`src/rtl/lfsr_rng_param.sv`:
```
// Parametrised Fibonacci XNOR LFSR generator: multi-step requests, seed load, one-cycle done pulse.
// Optional `LFSR_LOCKUP_GUARD_EN: steers the all-ones lock-up state back to RESET_SEED.
module lfsr_rng_param #(
  parameter int unsigned       WIDTH      = 16,
  parameter logic [WIDTH-1:0]  TAPS       = 16'hD008,
  parameter logic [WIDTH-1:0]  RESET_SEED = 16'd5,
  parameter int unsigned       OUT_BITS   = 4,
  parameter int unsigned       STEPS_W    = 4
) (
  input  logic               clock,
  input  logic               rst,
  input  logic               en_rng,
  input  logic [STEPS_W-1:0] steps,
  input  logic               seed_load,
  input  logic [WIDTH-1:0]   seed,
  output logic               busy,
  output logic               done,
  output logic [WIDTH-1:0]   rng_out,
  output logic [WIDTH-1:0]   rng_out_narrow
);

  localparam logic [WIDTH-1:0] NARROW_MASK = {WIDTH{1'b1}} >> (WIDTH - OUT_BITS);

  typedef enum logic [1:0] {IDLE, SHIFT, DONE} state_t;

  state_t             state, state_n;
  logic [STEPS_W-1:0] cnt, cnt_n;
  logic [WIDTH-1:0]   rng_n, shifted, next_val, seed_val;
  logic               fb;

  always_comb begin
    fb      = ~^(rng_out & TAPS);
    shifted = {rng_out[WIDTH-2:0], fb};
`ifdef LFSR_LOCKUP_GUARD_EN
    // All-ones never leaves itself under XNOR feedback, so recover to the reset seed.
    next_val = (&rng_out) ? RESET_SEED : shifted;
    seed_val = (&seed)    ? RESET_SEED : seed;
`else
    next_val = shifted;
    seed_val = seed;
`endif
  end

  always_comb begin
    state_n = state;
    cnt_n   = cnt;
    rng_n   = rng_out;
    case (state)
      IDLE: begin
        if (seed_load) begin
          rng_n = seed_val;
        end else if (en_rng) begin
          cnt_n   = (steps == '0) ? STEPS_W'(1) : steps;
          state_n = SHIFT;
        end
      end
      SHIFT: begin
        rng_n = next_val;
        cnt_n = cnt - STEPS_W'(1);
        if (cnt == STEPS_W'(1)) begin
          state_n = DONE;
        end
      end
      DONE: begin
        state_n = IDLE;
      end
      default: begin
        state_n = IDLE;
      end
    endcase
  end

  always_ff @(posedge clock) begin
    if (rst) begin
      state   <= IDLE;
      cnt     <= '0;
      rng_out <= RESET_SEED;
      busy    <= 1'b0;
      done    <= 1'b0;
    end else begin
      state   <= state_n;
      cnt     <= cnt_n;
      rng_out <= rng_n;
      busy    <= (state_n == SHIFT);
      done    <= (state_n == DONE);
    end
  end

  assign rng_out_narrow = rng_out & NARROW_MASK;

endmodule

```
`config.mk`:
```
export PLATFORM = sky130hd
export DESIGN_NAME = lfsr_rng_param
export DESIGN_NICKNAME = d
export VERILOG_FILES = /design/src/rtl/lfsr_rng_param.sv
export SDC_FILE = /design/constraint.sdc
export NUM_CORES = 1
export LEC_CHECK = 0
export ABC_AREA = 1
export BUFFER_PORTS_ARGS = -buffer_cell sky130_fd_sc_hd__buf_2
export CAP_MARGIN = 20
export CORE_MARGIN = 2
export CORE_UTILIZATION = 51
export CTS_BUF_LIST = sky130_fd_sc_hd__clkbuf_2 sky130_fd_sc_hd__clkbuf_4 sky130_fd_sc_hd__clkbuf_8
export CTS_CLUSTER_SIZE = 28
export DETAILED_ROUTE_END_ITERATION = 6
export PLACE_DENSITY = 0.86
export SYNTH_ARGS = -nofsm -noshare
export SYNTH_HDL_FRONTEND = slang
export SYNTH_SLANG_ARGS = --single-unit
```
`constraint.sdc`:
```
create_clock -name clock -period 1.98 [get_ports clock]
set_clock_uncertainty 0.15 [all_clocks]
set_input_delay 0.396 -clock clock [delete_from_list [all_inputs] [get_ports clock]]
set_output_delay 0.396 -clock clock [all_outputs]
set_load 0.01 [all_outputs]
```
==> results.md, run 1 <==
- After detailed routing, the number of vias per cell comes to between 5 and 6.
- The cell count after synthesis came out at 163.
- The core region is ~2300 um2.
- The via count of the first global-routing pass was 971.
- The final routed DRC violation total is 0.
- The initial utilization of the core area, before any placement, comes to 0.5499.
- The worst setup path is launched from a flop.
- The detail route stage leaves a number of antenna-violating nets equal to 0.
- The count of different cell masters after synthesis is 22.
- Derived from the worst setup path, the maximum achievable clock frequency is between 600 and 700 MHz.
- The repair_antennas step left the layout with diodes totalling 0.
- Max-cap violations in this run came to 0.
- The total congestion overflow after global routing is 0.
- The buffers plus inverters on the worst setup path is 1.
- The post-route minimum period is ~1.5 ns.
- The post-detailed-routing wire length is 2603 um.
- The final count of hold timing violations was 0.
- For this run, the post-layout net count is 226.
- The setup fix buffers added after clock tree synthesis is 0.
- The top-level port count is 58.
- The pre-antenna-repair detailed-routing pass consisted of 4 iterations.
- The cell family contributing the most delay on the critical path is flip-flops.
- The worst setup path is captured at an output port.
- In this run, CTS created clock tree buffers numbering 3.
- The largest driver fanout on the critical path is 7.
- By startpoint and endpoint, the worst setup path is classified as flop to output port.
- Traced cell by cell, the critical path runs through buf_2.
- The clock passes through at most 2 buffers.
- The total power density per cell area is 847.2 nW/um2.
- The sum of negative setup slack is 0 ns.
- From left edge to right edge, the die measures 53.31 um.
- Clock tree synthesis found a total of 24 sinks.
- The routed length per placed instance is 11.47 um.
- Summed over all nets, the half-perimeter wirelength after detailed placement is roughly 1900 um.
- Summed over all cells, the static leakage comes to 0.6916 nW.
- The mean area per synthesized cell is 7.607 um2.
- After the first detailed-routing iteration, the DRC count stood at 14.
- The delay of the slowest cell on the worst path is 0.48 ns.
- The Yosys step of the flow raised 0 warnings.
- The worst-skew pair later-pin latency is 0.32 ns.
- Of the total power, the share spent switching nets is 0.2955.
- The required time reported for the critical path endpoint is 1.43 ns.
- The first-pass GRT wire length is 4043 um.
- For this run, the register share of the synthesized area comes to 0.3875.
- In the finished design, the share of the clock period the worst path needs comes to 0.7701.
- Data arrives at the worst endpoint at 0.98 ns.
- The routed length on met1 is 1172 um.
- The max-slew violation count is 0.
- The run finished with clean final reports.
- The number of hold buffers added after cts is 0.
- The combinational share of power is 0.222.
- The internal power contribution is 0.0008431 W.
- The number of antenna violations at the first check in global routing is 0.
- The relative contribution of sequential cells to total power is 0.479.
- TritonCTS built the clock tree.
- Port buffering added 45 buffers.
- The total die area is 2841 um2.
- The total standard cell area after synthesis is about 1200 um2.
- In the layout the commonest cells are 45 x sky130_fd_sc_hd__buf_2, 24 x sky130_fd_sc_hd__dfxtp_1, 19 x sky130_fd_sc_hd__o21ai_0.
- In the detailed route, the total length drawn on met2 is 1200 um.
- The area added between synthesis and finish is 13.92%.
- The die is 53.31 um tall.
- Entering global routing, the biggest net connects 30 pins.
- The worst hold slack across all endpoints is around 0.16 ns.
- The clock root buffer is sky130_fd_sc_hd__clkbuf_4.
- The leading cell type in the layout, fill and taps excluded is sky130_fd_sc_hd__buf_2.
- The min-delay analysis places its worst path in the category input pin to flop.
- The final weighted congestion of routability-driven global placement is 0.8076.
- CTS built an H-tree with a depth of 1.
- For this design, the slowest cell found on the critical path is sky130_fd_sc_hd__dfxtp_1.
- Detailed routing placed a total of between 150 and 200 um of wire on met3.
- The total net switching power is 0.0003537 W.
- Row generation in the floorplan step produced 17 rows.
- The share of total power dissipated in the clock network is 0.299.
- In this run the top signal layer used is met4.
- The clock transition at the registers of the reported paths is 0.14 ns.
- The setup violation total in the final timing report is 0.
- The synthesized flop and latch total is 24.
- The number of gates resized after CTS is 0.
- The filler cells instantiated in the layout total 217.
- For this block, the via count after detailed routing is 1,165.
- The worst voltage drop across the vdd grid is ~0.50 mV.
- Setup repair after global routing left no endpoint under its margin.
- The global-route usage over all layers is 0.1919.
- The fraction of final layout cells sized beyond drive strength 1 is 0.2714.
cell families (layout without fill, tap and decap cells):
| logic type | Yosys count | in the layout | share of synthesized area |
|---|---|---|---|
| DFF | 24 | 24 | 0.3875 |
| and+or+nand+nor | 40 | 40 | 0.1342 |
| buffers and inverters | 37 | 62 | 0.1857 |
| adders and majority gates | 2 | 2 | 0.02018 |
| other | 1 | 12 | 0.003024 |
| AOI/OAI and AO/OA | 56 | 56 | 0.2482 |
| xor gates and xnor gates | 3 | 3 | 0.02119 |
power groups by stage:
stage | sequential (W) | combinational [W] | clock, W
global route | 0.000580 | 0.000306 | 0.000379
finish | 0.000573 | 0.000266 | 0.000358
detailed placement | 0.000583 | 0.000264 | 0
global placement | 0.000583 | 0.000259 | 0
floorplan | 0.000594 | 0.000201 | 0
CTS | 0.000572 | 0.000265 | 0.000357
final timing paths:
path / start / to / slack [ns] / cells past startpoint
worst max-delay path: rng_out[3] / rng_out[3] / 0.46 / 1
worst min-delay path: seed[2] / rng_out[2] / 0.16 / 3
worst max register to register: state[0] / cnt[2] / 0.56 / 5
worst min register to register: cnt[3] / cnt[3] / 0.37 / 2
sequential cells by signal, summed over array words and instances, names as in the netlist:
| register | flops |
|---|---|
| rng_out | 16 |
| done | 1 |
| state | 2 |
| cnt | 4 |
| busy | 1 |
metrics by stage:
step,power [W],area [um2],util,worst slack [ns],instances
global route,0.001266,1413,0.6265,0.3889,227
floorplan,0.0007945,1281,-,0.7519,174
global placement,0.0008422,1360,0.6032,0.5788,223
detailed placement,0.0008468,1360,0.6032,0.5041,223
finish,0.001197,1413,0.6265,0.4551,227
CTS,0.001195,1413,0.6265,0.4522,227
per-layer routing:
layer	vias up	global-route usage
met2	50	0.3066
li1	597	-
met5	-	0
met3	5	0.03390
met1	513	0.2526
met4	0	0.07692
cell type report:
type | count | area, um2 | area share
Sequential cell | 24 | 480.5 | 0.3401
Clock buffer | 3 | 22.52 | 0.01594
Tap cell | 28 | 35.03 | 0.02480
Multi-Input combinational cell | 113 | 570.5 | 0.4039
Timing Repair Buffer | 45 | 225.2 | 0.1594
Clock inverter | 1 | 30.03 | 0.02126
Inverter | 13 | 48.80 | 0.03454
synthesized netlist by cell type:
cell type,instances,area (um2)
sky130_fd_sc_hd__o21ai_1,1,5.000
sky130_fd_sc_hd__xnor2_1,2,17.52
sky130_fd_sc_hd__nand2_1,14,52.55
sky130_fd_sc_hd__a211oi_1,2,15.01
sky130_fd_sc_hd__buf_4,17,127.6
sky130_fd_sc_hd__clkbuf_2,1,5.000
sky130_fd_sc_hd__nand3_1,8,40.04
sky130_fd_sc_hd__inv_1,10,37.54
sky130_fd_sc_hd__nor2_1,16,60.06
sky130_fd_sc_hd__o21ai_2,1,8.760
sky130_fd_sc_hd__xor2_1,1,8.760
sky130_fd_sc_hd__inv_2,3,11.26
sky130_fd_sc_hd__conb_1,1,3.750
sky130_fd_sc_hd__o21ai_0,19,95.09
sky130_fd_sc_hd__a21oi_1,18,90.09
sky130_fd_sc_hd__o22ai_1,15,93.84
sky130_fd_sc_hd__nor3b_1,1,7.510
sky130_fd_sc_hd__nand2_2,1,6.260
sky130_fd_sc_hd__dfxtp_1,24,480.5
sky130_fd_sc_hd__buf_6,3,33.78
sky130_fd_sc_hd__buf_2,3,15.01
sky130_fd_sc_hd__ha_1,2,25.02
(Power assumes the default switching activity.)
==> run 2: changes to the inputs <==
--- a/config.mk
+++ b/config.mk
@@ -9,11 +9,11 @@
 export BUFFER_PORTS_ARGS = -buffer_cell sky130_fd_sc_hd__buf_2
 export CAP_MARGIN = 20
 export CORE_MARGIN = 2
-export CORE_UTILIZATION = 51
+export CORE_UTILIZATION = 43
 export CTS_BUF_LIST = sky130_fd_sc_hd__clkbuf_2 sky130_fd_sc_hd__clkbuf_4 sky130_fd_sc_hd__clkbuf_8
 export CTS_CLUSTER_SIZE = 28
 export DETAILED_ROUTE_END_ITERATION = 6
-export PLACE_DENSITY = 0.86
+export PLACE_DENSITY = 0.78
 export SYNTH_ARGS = -nofsm -noshare
 export SYNTH_HDL_FRONTEND = slang
 export SYNTH_SLANG_ARGS = --single-unit
==> constraint.sdc (replaced) <==
create_clock -name clock -period 1.2 [get_ports clock]
set_clock_uncertainty 0.15 [all_clocks]
set_input_delay 0.24 -clock clock [delete_from_list [all_inputs] [get_ports clock]]
set_output_delay 0.24 -clock clock [all_outputs]
set_load 0.01 [all_outputs]
==> results.md, run 2 (synthesis gave the netlist of run 1 again) <==
- The run finished, with violations left.
- The final reports fail on negative setup slack.
- The worst hold slack across all endpoints is 0.02195 ns.
- The worst setup path is captured at a flop.
- The via count of the first global-routing pass was 1,245.
- The clock root buffer is sky130_fd_sc_hd__clkbuf_4.
- The final layout contains around 260 nets.
- Of the total power, the share spent switching nets is 0.3145.
- The number of cells traversed by the worst hold path is 3.
- Once detail routing completed, the nets flagged for antenna violations numbered 0.
- The library cell used most frequently in the layout, excluding fill and tap cells, is sky130_fd_sc_hd__buf_2.
- Across every metal layer, demand over resource in global routing totals 0.1992.
- The internal power contribution is 0.001690 W.
- The combinational share of power is 0.360.
- The top cell family by delay on the critical path is flip-flops.
- Traced cell by cell, the critical path runs through inv_2 -> ha_4 -> nor3b_2 -> buf_4 -> a211oi_2.
- The H-tree depth reported by CTS is 1.
- Input and output buffers added on the ports amount to 45.
- The core region is 2758 um2.
- For the finished layout, the period the worst path requires is 1.270 ns.
- The largest driver fanout on the critical path is 3.
- The register with the most flip-flops in the layout has 16 of them.
- The logic depth of the worst register-to-register path is 5.
- The routed length per placed instance is 15.49 um.
- Setup repair after global routing could not meet its margin everywhere.
- The final non-filler cell total is around 260.
- The post-route standard cell area excluding fillers is 2112 um2.
- Of the cells placed in the final design, the portion with a size suffix greater than 1 is 0.6121.
- The worst setup path category is flop to flop.
- The worst voltage drop across the vdd grid is 1.217 mV.
- Of the total power, the clock network draws 0.246.
- The first-pass GRT wire length is 5313 um.
- In this run the power spent charging and discharging nets is 0.0007753 W.
- In the final layout, the registers with the most flip-flops are rng_out: 16 flops, cnt: 4 flops, state: 2 flops.
- The setup violation total in the final timing report is 32.
- The max-cap check violation count is 0.
- In the layout the commonest cells are 25 x sky130_fd_sc_hd__buf_2, 24 x sky130_fd_sc_hd__buf_6, 24 x sky130_fd_sc_hd__buf_4.
- The buffers plus inverters on the worst setup path is 2.
- Once layout is complete, the utilization of the core stands at 0.7659.
- The worst-skew pair later-pin latency is around 0.33 ns.
- The max-slew violation count was 0.
- The routed via count is 1,445.
- After layout, the worst setup slack is -0.06986 ns.
- Data on the critical path arrives at its endpoint at 1.36 ns.
- The area added between synthesis and finish is 70.33%.
- Global routing finished with a remaining overflow of 0.
- The class of the tightest hold or removal check is input pin to flop.
- At the end of routability-driven placement, the weighted congestion stood at 0.8393.
- Power spread over the standard cell area amounts to 1167 nW/um2.
- The number of antenna violations at the first check in global routing came to 0.
- In this run the count of I/O pins placed on the die edge is 58.
- The starting DRC count in detailed routing is 56.
- The worst setup path is launched from a flop.
- The clock tree from TritonCTS is built.
- Of the available clock period, the critical path in the final layout requires 1.058.
- The final routed DRC violation total is 0.
- The horizontal die dimension is 57.70 um.
- The total clock sinks is 24.
- The number of buffers created by CTS is 3.
- The largest single stage delay on the critical path is 0.36 ns.
- The required time reported for the critical path endpoint is 1.29 ns.
- The number of iterations in the first detailed-routing pass is 6.
- The clock transition at the registers of the reported paths is 0.16 ns.
- The final count of hold timing violations is 0.
- The largest net degree at the start of global routing is 29.
- The buffer levels on the longest clock path is 2.
- Dividing the detail-routed via count by the number of cells gives 5.494.
- Row generation in the floorplan step produced 19 rows.
- The fmax is ~790 MHz.
- For this configuration, the core starts out at a cell density of 0.4496.
- Once placement finished, the instance area stood at 1464 um2.
- Hold repair after CTS inserted 0 buffers.
- The number of antenna repair diodes is 0.
- In this run the static leakage power is 0.9979 nW.
- The total die area is 3329 um2.
- The share of total power dissipated in sequential elements is 0.394.
- The register with the most flip-flops is rng_out.
- The number of instances in the placed design is 236.
- From bottom edge to top edge, the die measures ~58 um.
- The slowest stage of the critical path is the sky130_fd_sc_hd__dfxtp_2 cell.
- The estimated wirelength of the detail-placed design is 2019 um.
- The post-detailed-routing wire length is 4075 um.
- Counting buffers and inverters, the worst setup path is 5 cells deep.
## run 2: timing repair
action | CTS | global route
gates cloned | 0 | 2
buffers inserted | 16 | 5
setup endpoints to repair | 44 | 44
gates resized for setup | 69 | 41
pin swaps | 7 | 8
## run 2: worst min-delay path: stages
cell,delay [ns]
sky130_fd_sc_hd__buf_2,0.08
sky130_fd_sc_hd__nor2_1,0.04
sky130_fd_sc_hd__o21ai_1,0.12
## run 2: final cells by class
class / count / area [um2]
fillers: 175 / 645.6
multi-input cells: 113 / 757.0
well taps: 31 / 38.79
clock buffers: 3 / 22.52
inverters: 13 / 60.06
clock inverters: 1 / 30.03
repair buffers: 78 / 685.7
flip-flops and latches: 24 / 518.0
## run 2: metal layers
layer,global-route usage,up-vias,wire [um]
met5,0,-,0
met4,0.04319,0,63
met3,0.03348,7,312
met2,0.3588,86,2082
met1,0.2486,682,1616
li1,-,670,-
## run 2: final timing paths
path / from / to / slack (ns)
worst max-delay path: cnt[1] / state[0] / -0.07
worst min-delay path: seed[2] / rng_out[2] / 0.02
worst max register to register: cnt[1] / state[0] / -0.07
worst min register to register: rng_out[10] / rng_out[10] / 0.40
## run 2: power groups by stage
stage          Combinational, W  Clock (W)  Sequential (W)
2_1_floorplan          0.000331          0        0.000980
3_3_place_gp           0.000490          0        0.000961
3_5_place_dp           0.000498          0        0.000961
4_1_cts                0.000677   0.000594        0.000949
5_1_grt                0.000946   0.000637        0.000979
6_report               0.000887   0.000607        0.000971
## run 2: metrics by stage
stage / TNS (ns) / power [W] / worst slack, ns
floorplan: 0 / 0.001311 / 0.002881
global placement: -0.5667 / 0.001451 / -0.04810
detailed placement: -1.500 / 0.001459 / -0.08752
CTS: -0.06678 / 0.002220 / -0.02028
global route: -2.164 / 0.002562 / -0.1108
finish: -0.7673 / 0.002465 / -0.06986
==> run 3: changes to the inputs <==
--- a/config.mk
+++ b/config.mk
@@ -8,12 +8,13 @@
 export ABC_AREA = 1
 export BUFFER_PORTS_ARGS = -buffer_cell sky130_fd_sc_hd__buf_2
 export CAP_MARGIN = 20
+export CORE_ASPECT_RATIO = 0.7
 export CORE_MARGIN = 2
-export CORE_UTILIZATION = 43
+export CORE_UTILIZATION = 51
 export CTS_BUF_LIST = sky130_fd_sc_hd__clkbuf_2 sky130_fd_sc_hd__clkbuf_4 sky130_fd_sc_hd__clkbuf_8
 export CTS_CLUSTER_SIZE = 28
 export DETAILED_ROUTE_END_ITERATION = 6
-export PLACE_DENSITY = 0.78
+export PLACE_DENSITY = 0.86
 export SYNTH_ARGS = -nofsm -noshare
 export SYNTH_HDL_FRONTEND = slang
 export SYNTH_SLANG_ARGS = --single-unit
==> constraint.sdc (replaced) <==
create_clock -name clock -period 1.6 [get_ports clock]
set_clock_uncertainty 0.15 [all_clocks]
set_input_delay 0.32 -clock clock [delete_from_list [all_inputs] [get_ports clock]]
set_output_delay 0.32 -clock clock [all_outputs]
set_load 0.01 [all_outputs]
==> results.md, run 3 (synthesis gave the netlist of run 1 again) <==
- The fraction of met2 tracks used by global routing is 0.3787.
- The sum of negative setup slack is 0 ns.
- The class of the tightest hold or removal check is input pin to flop.
- The register with the most flip-flops in the layout has 16 of them.
- For this run, global-route usage on met3 was measured as 0.07232.
- Routability-driven placement finished with a final weighted congestion of 0.8701.
- The area occupied by multi-input gates is 570.5 um2.
- The first detailed-routing pass ran for 5 iterations.
- The initialized floorplan defines 14 standard-cell rows.
- The total power density per cell area is roughly 970 nW/um2.
- 58 I/O pins were placed.
- After layout, the worst setup slack is about 0.13 ns.
- The routed length per placed instance is between 10 and 15 um.
- The critical path goes through buf_2.
- The routed via count is between 1,000 and 1,500.
- The horizontal die dimension is 62.94 um.
- After global routing, the most crowded layer is met2.
- More flip-flops sit in one register than any other, and that register is rng_out.
- The number of port buffers is 45.
- Setup violations remaining at the end of the flow were counted as 0.
- The post-route antenna net violation count is 0.
- The final count of hold timing violations is 0.
- The flow ran to the end, and the final reports show no timing, DRC or antenna violations.
- The kind of cell with the highest combined delay along the critical path is flip-flops.
- The number of hold buffers added after cts is 0.
- The area occupied by registers is 480.5 um2.
- The via density per instance is 5.221.
- Among all stages on the critical path, the largest delay is contributed by sky130_fd_sc_hd__dfxtp_1.
- Fill cells in the final layout number 223.
- The top cell types in the final layout, fill and taps aside, are 45 x sky130_fd_sc_hd__buf_2, 24 x sky130_fd_sc_hd__dfxtp_1, 19 x sky130_fd_sc_hd__o21ai_0.
- The total clock sinks is 24.
- The number of buffers created by CTS is 3.
- From bottom edge to top edge, the die measures 45.26 um.
- The worst setup path category is flop to output port.
- Together, buffers and inverters on the worst path number 1.
- For this configuration, the core starts out at a cell density of 0.5574.
- After detailed routing, the number of remaining DRC violations is 0.
- The clock tree from TritonCTS is built.
- Based on the critical path, the design can be clocked at up to 679.2 MHz.
- Data on the critical path arrives at its endpoint at 1.00 ns.
- The share of the cycle needed by the critical path after routing is 0.9202.
- Clock-pin slew was measured on the worst setup and hold paths at 0.13 ns.
- The via count of the first global-routing pass was about 1,100.
- Leaving out fill and tap cells, the most frequent cell in the layout is sky130_fd_sc_hd__buf_2.
- The number of antenna diodes in the final layout is 0.
- The required time reported for the critical path endpoint is 1.13 ns.
- The buffer levels on the longest clock path is 2.
- The clock period could shrink to 1.472 ns.
- OpenSTA, run right after detailed placement, puts the worst setup slack at 0.1778 ns.
- The leakage power total is 0.6850 nW.
- The die covers ~2800 um2.
- The estimated wirelength of the detail-placed design is approximately 2100 um.
- CTS built an H-tree with a depth of 1.
- In the global route stage, overall resource usage came out at 0.2210.
- For this run, the slowest stage of the critical path takes ~0.5 ns.
- The tool flagged a number of max-cap violations equal to 0.
- The max-slew violation count is 0.
- The core outline area is 2225 um2.
- IR analysis of the VDD net gives a maximum drop of 0.4571 mV.
- For this run the aggregate overflow at the end of global routing stands at 0.
- The endpoint kind of the worst setup timing path is an output port.
- The cell sitting at the root of the clock tree is a sky130_fd_sc_hd__clkbuf_4.
- The final layout contains routed wiring with a total length of 2835 um.
- After the first detailed-routing iteration, the DRC count stood at 65.
- The number of antenna violations at the first check in global routing is 0.
- The first-pass GRT wire length is 4871 um.
- The number of nets at the end of the flow is 226.
- The fraction of final layout cells sized beyond drive strength 1 is 0.2714.
- The area added between synthesis and finish is 13.22%.
- In the global route stage, met1 resource usage came out at 0.2666.
- The largest registers in the layout are rng_out: 16 flops, cnt: 4 flops, state: 2 flops.
- The largest driver fanout on the critical path is 7.
- The largest net degree at the start of global routing is 30.
- Setup repair after global routing left no endpoint under its margin.
- The critical path startpoint category is a flop.
- The worst-skew pair later-pin latency is around 0.32 ns.
run 3: per-layer routing:
| metal | part of all wire | wire length [um] |
|---|---|---|
| met5 | 0 | 0 |
| met3 | 0.095 | 270 |
| met4 | 0.012 | 35 |
| met1 | 0.43 | 1214 |
| met2 | 0.46 | 1315 |
run 3: layout make-up:
| type | count | share of cell area |
|---|---|---|
| inverters | 13 | 0.03654 |
| well taps | 32 | 0.02852 |
| clock buffers | 4 | 0.02585 |
| flip-flops and latches | 24 | 0.3422 |
| multi-input cells | 113 | 0.4064 |
| repair buffers | 45 | 0.1604 |
run 3: path summary, 6_finish.rpt:
check | start | slack [ns] | cells after the start | end
setup / recovery | rng_out[3] | 0.13 | 1 | rng_out[3]
hold / removal | rst | 0.09 | 2 | done
setup reg to reg | state[0] | 0.17 | 5 | cnt[2]
hold reg to reg | cnt[2] | 0.38 | 2 | cnt[2]
run 3: repair_timing:
item	in CTS	in global routing
resized for setup	0	2
setup endpoints to repair	0	1
setup buffers	0	0
run 3: per-stage QoR:
stage	instance area (um2)	utilization	power [W]	hold slack (ns)	std cells
2_1_floorplan	1281	-	0.0009832	0.3201	174
3_3_place_gp	1365	0.6136	0.001039	0.3343	227
3_5_place_dp	1365	0.6136	0.001060	0.3653	227
4_1_cts	1401	0.6299	0.001373	0.08999	231
5_1_grt	1404	0.6310	0.001456	0.09725	231
6_report	1404	0.6310	0.001367	0.09260	231
run 3: power by group:
group / leakage, nW / internal (W) / total, W / switching, W
registers: 0.199 / 0.000656 / 0.000711 / 0.0000558
logic: 0.465 / 0.000135 / 0.000338 / 0.000203
clock network: 0.0210 / 0.000139 / 0.000317 / 0.000178
